### config.mk
export PLATFORM = sky130hd
export DESIGN_NAME = fib_sequencer
export DESIGN_NICKNAME = d
export VERILOG_FILES = /design/src/rtl/fib_pkg.sv /design/src/rtl/fib_tick_gen.sv /design/src/rtl/fib_sequencer.sv
export SDC_FILE = /design/constraint.sdc
export NUM_CORES = 1
export LEC_CHECK = 0
export ABC_AREA = 1
export BUFFER_PORTS_ARGS = -buffer_cell sky130_fd_sc_hd__buf_2
export CORE_MARGIN = 1.5
export CORE_UTILIZATION = 55
export CTS_BUF_LIST = sky130_fd_sc_hd__clkbuf_8
export DETAILED_ROUTE_END_ITERATION = 6
export PLACE_DENSITY = 0.69
export SYNTH_ARGS = -nofsm -noshare
export SYNTH_HDL_FRONTEND = slang
export SYNTH_HIERARCHICAL = 1
export SYNTH_SLANG_ARGS = --single-unit
export TNS_END_PERCENT = 5
### constraint.sdc
create_clock -name Clock -period 8.9 [get_ports Clock]
set_input_delay 2.225 -clock Clock [delete_from_list [all_inputs] [get_ports Clock]]
set_output_delay 2.225 -clock Clock [all_outputs]
set_load 0.005 [all_outputs]
### src/rtl/fib_pkg.sv
// Shared definitions for the Fibonacci-style recurrence sequencer:
// controller state encoding and lower bounds on the size parameters.
package fib_pkg;

  // Controller states of the sequencer.
  typedef enum logic [1:0] {
    IDLE = 2'd0,
    RUN  = 2'd1,
    DONE = 2'd2
  } fibState_t;

  // A run needs two seeds plus at least one generated term.
  localparam int MinDepth   = 3;
  // At least one clock per generation step.
  localparam int MinTickDiv = 1;

  // Raises a parameter to its floor so degenerate sizes cannot collapse the datapath.
  function automatic int atLeast(input int value, input int floor);
    return (value < floor) ? floor : value;
  endfunction

endpackage

### src/rtl/fib_tick_gen.sv
// Step-rate divider for the sequencer: while Clear is low, Step pulses for
// one cycle out of every TICK_DIV. Clear holds the divider at phase 0, so the
// first Step after Clear falls arrives TICK_DIV cycles later.
module fib_tick_gen #(
  parameter int TICK_DIV = 6
) (
  input  logic Clock,
  input  logic Reset,
  input  logic Clear,
  output logic Step
);

  localparam int CW = (TICK_DIV > 1) ? $clog2(TICK_DIV) : 1;
  localparam logic [CW-1:0] LastTick = CW'(TICK_DIV - 1);

  logic [CW-1:0] tick;

  // Phase counter: 0..TICK_DIV-1, parked at 0 while cleared.
  always_ff @(posedge Clock) begin
    if (Reset || Clear) begin
      tick <= '0;
    end else if (tick == LastTick) begin
      tick <= '0;
    end else begin
      tick <= tick + CW'(1);
    end
  end

  assign Step = !Clear && (tick == LastTick);

endmodule

### src/rtl/fib_sequencer.sv
// Recurrence sequencer: term[i] = term[i-1] + term[i-2], seeded through
// LoadA/LoadB, generated one term per TICK_DIV clocks into a DEPTH-entry
// buffer that is readable at any time through a registered read port.
//
// Build option: define FIB_OVF_STOP_EN to end a run on the first step whose
// sum carries out of WIDTH bits (the failing term is not stored). Without it
// the sum wraps, is stored, and the run continues with Overflow held sticky.
//
// Handshake: Start is a request honoured only while Busy is low (IDLE or
// DONE); the accepting edge raises Busy. Busy stays high for the whole run
// and falls on the same edge that raises Done, which is high for exactly one
// cycle. Loads and Start presented while Busy is high are dropped silently.
module fib_sequencer import fib_pkg::*; #(
  parameter int WIDTH    = 16,
  parameter int DEPTH    = 16,
  parameter int TICK_DIV = 6,
  localparam int AW      = $clog2(atLeast(DEPTH, MinDepth))
) (
  input  logic             Clock,
  input  logic             Reset,
  input  logic             LoadA,
  input  logic             LoadB,
  input  logic [WIDTH-1:0] Seed,
  input  logic             Start,
  input  logic [AW-1:0]    ReadAddr,
  output logic [WIDTH-1:0] ReadData,
  output logic [WIDTH-1:0] Term,
  output logic [AW:0]      Count,
  output logic             Busy,
  output logic             Done,
  output logic             Overflow
);

  localparam int DepthEff   = atLeast(DEPTH, MinDepth);
  localparam int TickDivEff = atLeast(TICK_DIV, MinTickDiv);
  localparam logic [AW:0] LastIdx  = (AW+1)'(DepthEff - 1);
  localparam logic [AW:0] DepthCnt = (AW+1)'(DepthEff);

  fibState_t        state;
  logic [WIDTH-1:0] termMem [DepthEff];

  logic             step;
  logic             tickClear;
  logic [AW-1:0]    wrIdx;
  logic [AW-1:0]    prevIdx1;
  logic [AW-1:0]    prevIdx2;
  logic [WIDTH:0]   sum;
  logic [WIDTH-1:0] sumBits;
  logic             carry;
  logic             stopOnOvf;
  logic             lastStep;

  // The divider only runs in RUN; any other state parks it at phase 0.
  assign tickClear = (state != RUN);

  fib_tick_gen #(
    .TICK_DIV(TickDivEff)
  ) uTickGen (
    .Clock(Clock),
    .Reset(Reset),
    .Clear(tickClear),
    .Step (step)
  );

  // Count always points at the next free slot during a run (2..DEPTH-1).
  assign wrIdx    = Count[AW-1:0];
  assign prevIdx1 = wrIdx - AW'(1);
  assign prevIdx2 = wrIdx - AW'(2);
  assign sum      = {1'b0, termMem[prevIdx1]} + {1'b0, termMem[prevIdx2]};
  assign sumBits  = sum[WIDTH-1:0];
  assign carry    = sum[WIDTH];
  assign lastStep = (Count == LastIdx);

`ifdef FIB_OVF_STOP_EN
  assign stopOnOvf = carry;
`else
  assign stopOnOvf = 1'b0;
`endif

  // Controller: run sequencing plus the registered status outputs.
  always_ff @(posedge Clock) begin
    if (Reset) begin
      state    <= IDLE;
      Term     <= '0;
      Count    <= '0;
      Busy     <= 1'b0;
      Done     <= 1'b0;
      Overflow <= 1'b0;
    end else begin
      Done <= 1'b0;
      case (state)
        IDLE, DONE: begin
          if (Start) begin
            state    <= RUN;
            Count    <= (AW+1)'(2);
            Overflow <= 1'b0;
            Busy     <= 1'b1;
          end
        end
        RUN: begin
          if (step) begin
            Term <= sumBits;
            if (carry) begin
              Overflow <= 1'b1;
            end
            if (stopOnOvf) begin
              // Failing step: Count stays on the slot that was not written.
              state <= DONE;
              Busy  <= 1'b0;
              Done  <= 1'b1;
            end else begin
              Count <= Count + (AW+1)'(1);
              if (lastStep) begin
                state <= DONE;
                Busy  <= 1'b0;
                Done  <= 1'b1;
              end
            end
          end
        end
        default: begin
          state <= IDLE;
          Busy  <= 1'b0;
        end
      endcase
    end
  end

  // Term buffer writes: seeds outside a run, generated terms during it. Not reset.
  always_ff @(posedge Clock) begin
    if (!Reset) begin
      if (state != RUN) begin
        if (LoadA) begin
          termMem[0] <= Seed;
        end
        if (LoadB) begin
          termMem[1] <= Seed;
        end
      end else if (step && !stopOnOvf) begin
        termMem[wrIdx] <= sumBits;
      end
    end
  end

  // Registered read port; a same-edge write is not forwarded, addresses past the end read 0.
  always_ff @(posedge Clock) begin
    if (Reset) begin
      ReadData <= '0;
    end else if ({1'b0, ReadAddr} < DepthCnt) begin
      ReadData <= termMem[ReadAddr];
    end else begin
      ReadData <= '0;
    end
  end

endmodule

# --- Word-level counts from Yosys, hierarchy flattened ---
# Memories as Yosys holds them, arrays and structs flattened. A register that Yosys moved wholly into a read port is not among the register bits.
# Index checks and enable logic that the tools add are counted.
classes:
  bitwise_logic: 2
  n_mux: 31
  n_reduce_logical: 13
  n_eq_ne: 9
  n_addsub: 5
ops:
  columns: ["op", "n"]
  rows:
  - ["two-way mux 1 bit", 20]
  - ["adder 16 x 16 -> 17 bit", 1]
  - ["two-way mux 16 bit", 1]
  - ["OR reduction 16 bit", 1]
  - ["two-way mux 5 bit", 2]
  - ["case mux 5 bit (2 select lines)", 1]
  - ["!= test 2 bit, second input constant", 4]
  - ["two-way mux 2 bit", 3]
  - ["AND reduction 3 bit", 2]
  - ["adder 5 x 1 -> 5 bit, second input constant", 1]
  - ["equality test 5 x 4 -> 1 bit, second input constant", 1]
  - ["two-way mux 4 bit", 1]
  - ["case mux 1 bit (2 select lines)", 2]
  - ["case mux 2 bit (2 select lines)", 1]
  - ["AND reduction 4 bit", 1]
  - ["OR reduction 2 bit", 2]
  - ["subtractor 4 x 1 -> 4 bit, second input constant", 1]
  - ["subtractor 4 x 2 -> 4 bit, second input constant", 1]
  - ["adder 3 x 1 -> 3 bit, second input constant", 1]
  - ["equality test 3 bit, second input constant", 1]
  - ["OR reduction 3 bit", 1]
  - ["equality test 2 x 1 -> 1 bit, second input constant", 1]
  - ["equality test 2 bit, second input constant", 1]
  - ["logical NOT 2 bit", 1]
  - ["7 further kinds", 8]
totals:
  word_cells: 68
  regBits: 29
  in_bits: 25
  output_inout_bits: 40
  mem_count: 1
  ramBits: 256
mem_list:
  columns: ["memory", "words", "width", "rd", "rd_clocked_by_memory_dff", "write_ports", "line_no", "text"]
  rows:
  - ["termMem", 16, 16, 3, 1, 2, "fib_sequencer.sv:40", "logic [WIDTH-1:0] termMem [DepthEff];"]

# --- Depth between registers and ports, before layout ---
logic_depth:
  ltp_word: 9
  mapped_depth: 26
  ltp_nobuf: 21

# --- Hierarchy ---
# The synthesis kept the hierarchy.
by_module_without_submodules:
  columns: ["module", "n_inst", "seq_area_each_um2", "area_per_inst_um2", "cells_per_inst"]
  rows:
  - ["fib_sequencer", 1, 8528.2, 17890.9, 2167]
  - ["fib_tick_gen", 1, 60.1, 133.9, 18]

# --- Least setup slack after synthesis ---
# OpenSTA, ideal clock, no wires.
synth_timing:
  path_type: "input to register"
  startpoint: "input port Reset"
  endpoint: "memory termMem[11][0] (enable)"
  setup_slack_ns: 4.913
  path_buffers: 0
  arrival_time_ns: 3.577
  path_stages: 3
  required_ns: 8.491
  setup_ns: 0.409
  cell_sequence: "nor2_8 inv_1 nor3_1"
synth_rtl:
  columns: ["element", "line_no", "text"]
  rows:
  - ["from (decl)", "fib_sequencer.sv:20", "input logic Reset,"]
  - ["to (decl)", "fib_sequencer.sv:40", null]

==> summary.md <==
| Metric | Value |
|---|---|
| Largest area contributor in the netlist | `edfxtp_1` |
| Sink Count | `301` |
| DR DRC count | `9` |
| Crit-path max FO | `67` |
| Comb power frac | `19.7%` |
| Multi-input logic area | `0.00771 sq mm` |
| Clock H-tree levels | `2` |
| Dpl hpwl | `37.0 mm` |
| Syn_nets | `2,238` |
| Gr ovfl total | `0` |
| Largest family of logic cells by synthesized area | `compound AO/OA/AOI/OAI gates` |
| Die Wd | `184 um` |
| Vias/cell | `6.30` |
| Starting DRC count in detailed routing | `2,485` |
| Max_slew headroom | `9.72%` |
| First-pass GRT wire length | `91.1 mm` |
| CTS tree | `built` |
| # resized after CTS | `0` |
| Switching Fraction | `30.5%` |
| Clock buffer depth | `3` |
| Pwr Density | `206 mW/mm^2` |
| EDFF count, synth | `256` |
| Slowest CP cell | `xor2_1` |
| Total global routing track utilization | `36.7%` |
| Sequential area share after synthesis | `47.6%` |
| I/O pin total | `65` |
| LEAKAGE | `7.88 nW` |
| Synth top area share | `42.6%` |
| Die height | `184 um` |
| Post-placement cell count | `2,556` |
| Max Fclk | `163 MHz` |
| Startpoint type of the worst setup path | `flip-flop` |
| Post-Synth XOR/XNOR Area | `0.583%` |
| Clk network pwr share | `37.2%` |
| Slew @ Worst Pin | `1350 ps` |
| Largest cells by area after synthesis | `edfxtp_1, a21oi_1, nand3_1` |
| R2R Setup Slk | `2750 ps` |
| FFs w/ async S/R, synth | `0%` |
| Status | `finished with violations` |
| Worst Hold Class | `flip-flop to flip-flop` |
| # hold bufs at CTS | `0` |
| Util after Layout | `60.6%` |
| Number of buffers created by CTS | `53` |
| PortBufs | `64` |
| Tcrit/Tclk final | `69.1%` |
| Reg2Reg Depth | `19` |
| CP Capture Type | `flip-flop` |
| Cell variety after synth | `37` |
| Mapped Cells | `2,185` |
| RePlAce Congestion | `1.01` |
| Dpl ws | `2970 ps` |
| Seq cells post-synth | `301` |
| CP arrival | `6620 ps` |
| Simple-gate share of the synthesized area | `15.8%` |
| Pwr Total | `0.00404 W` |
| Num rows | `66` |
| Final ANT Viol Nets | `0` |
| Initial antenna violation count | `1` |
| CP Capture Point | `termMem[0][5]` |
| Post-synth top cells | `a21oi_1, nand2_1, edfxtp_1` |
| Fin. Hold Viols | `0` |
| Nets | `2,222` |
| Setup TNS Final | `0 ps` |
| Routed WL per cell | `23.3 um` |
| Drt pass-1 iters | `7` |
| Yosys Warn Count | `6` |
| Compound-Gate Fraction of Synth Area | `23.9%` |
| Most frequent cell after synthesis | `a21oi_1` |
| Synth Flop Type | `edfxtp_1` |
| RR Endpoint | `termMem[0][5]` |
| Reg2reg start | `Count[0]` |
| Clock-pin slew on the worst setup and hold paths | `60 ps` |
| Fin cells | `2,656` |
| CTS root buffer | `clkbuf_8` |
| Worst vdd ir | `0.161 mV` |
| Final setup vio count | `0` |
| Clk_lat worst skew | `640 ps` |
| RSZ-0062 raised after global routing | `no` |
| Area Growth Syn to Fin | `8.84%` |
| Routed wire length | `61.8 mm` |
| Fin. max-slew vios | `0` |
| Switching pwr | `0.00123 W` |
| Max Cap Viol | `0` |
| Internal | `0.00281 W` |
| Largest net degree at the start of global routing | `128` |
| CP Cell Sequence | `inv_4 > buf_4 > ha_2 > inv_2 > buf_4 > a21oi_1 > o21ai_0 > o211ai_1 > nand3_1 > nand2_1 > inv_1 > ha_1 > nand2_1 > inv_1 > nand4_1 > nand2_1 > xor2_1 > inv_1 > o21ai_1` |
| Crit. Startpoint | `Count[0]` |
| Vias | `16,700` |
| Sequential cell area | `0.00860 sq mm` |
| Critical Path RT | `9370 ps` |
| Mux cell area share after synthesis | `0%` |
| Ant diodes | `0` |
| Failing checks | `DRC` |
| Die area | `0.0339 sq mm` |
| Mapped cell area | `0.0180 sq mm` |
| Fill count | `2,916` |
| Starting density of the core | `55.7%` |
| Layout cells sized above 1 | `9.39%` |
| Setup repair bufs after CTS | `0` |
| Adder-cell share of the synthesized area | `1.99%` |
| Vias in the first global route | `15,100` |
| Setup WS post-layout | `2750 ps` |
| Setup CP Type | `flip-flop to flip-flop` |
| Final Critical Period | `6150 ps` |
| Core ar. | `0.0324 sq mm` |
| Clock Skew | `23.2 ps` |
| Syn avg cell area | `8.25 sq um` |
| Seq pwr share | `43.1%` |
| CP max stage delay | `1050 ps` |
-- worst max-delay path: cells and delay by family (launching register included) --
kind / cells / cell delay, ps
and+or+nand+nor: 5 / 630
xor gates and xnor gates: 1 / 1050
AOI/OAI and AO/OA: 4 / 640
buffers and inverters: 7 / 1730
DFF: 1 / 720
adders and majority gates: 2 / 1110
-- layout make-up --
class / instances / share of cell area, %
sequential: 301 / 43.8
multi-input combinational: 1462 / 39.3
inverter: 260 / 4.99
clock buffer: 62 / 4.35
tap: 442 / 2.82
timing repair buffer: 91 / 2.73
clock inverter: 38 / 1.99
-- through the flow --
| step | area, sq um | hold slack [ps] |
|---|---|---|
| 3_3_place_gp | 18400 | 433 |
| 6_report | 19600 | 452 |
| 4_1_cts | 19600 | 459 |
| 2_1_floorplan | 18000 | 421 |
| 5_1_grt | 19600 | 469 |
| 3_5_place_dp | 18400 | 446 |
-- cells in the final DEF, fill, tap and decap left out, types with 43 or more instances in the layout --
| master | netlist | routed |
|---|---|---|
| a21oi_1 | 313 | 313 |
| buf_2 | 73 | 62 |
| clkbuf_8 | 0 | 62 |
| dfxtp_1 | 45 | 43 |
| edfxtp_1 | 256 | 256 |
| inv_1 | 247 | 261 |
| nand2_1 | 288 | 288 |
| nand3_1 | 246 | 246 |
| nor2_1 | 98 | 88 |
| o211ai_1 | 155 | 155 |
| o21ai_0 | 224 | 224 |
| o21ai_1 | 55 | 55 |
-- kinds of logic after synthesis --
logic type,Yosys count
adder cells (fa/ha/maj),28
AND/OR/NAND/NOR,655
flip-flops,301
XOR/XNOR,9
AO/OA/AOI/OAI,770
buffers and inverters,422
-- state kept, by name, indices dropped and copies added (netlist names) --
| signal | cells |
|---|---|
| uTickGen/tick | 3 |
| Overflow | 1 |
| Term | 16 |
| ReadData | 16 |
| state | 2 |
| termMem | 256 |
| Done | 1 |
| Busy | 1 |
| Count | 5 |
-- how the worst min path moves through the flow --
stage | start | to | slack [ps] | depth (start not counted)
finish | uTickGen/tick[0] | uTickGen/tick[0] | 450 | 1
global route | uTickGen/tick[0] | uTickGen/tick[0] | 470 | 1
CTS | uTickGen/tick[0] | uTickGen/tick[0] | 460 | 1
detailed placement | uTickGen/tick[0] | uTickGen/tick[0] | 450 | 1
global placement | uTickGen/tick[0] | uTickGen/tick[0] | 430 | 1
floorplan | uTickGen/tick[0] | uTickGen/tick[0] | 420 | 1
-- power by group through the flow --
stage	sequential [W]	clock (W)	combinational [W]
6_report	0.00174	0.00150	0.000794
3_3_place_gp	0.00177	0	0.000754
4_1_cts	0.00174	0.00151	0.000769
5_1_grt	0.00174	0.00157	0.000857
2_1_floorplan	0.00176	0	0.000499
3_5_place_dp	0.00177	0	0.000767
-- routing by layer --
layer	global-route usage, %	vias up	part of all wire [%]
met1	49.2	7807	39
met4	19.4	2	5.2
met3	6.79	204	11
met2	56.8	1049	45
met5	0	-	0.019
li1	-	7674	-
Power figures use the tool's default switching activity.
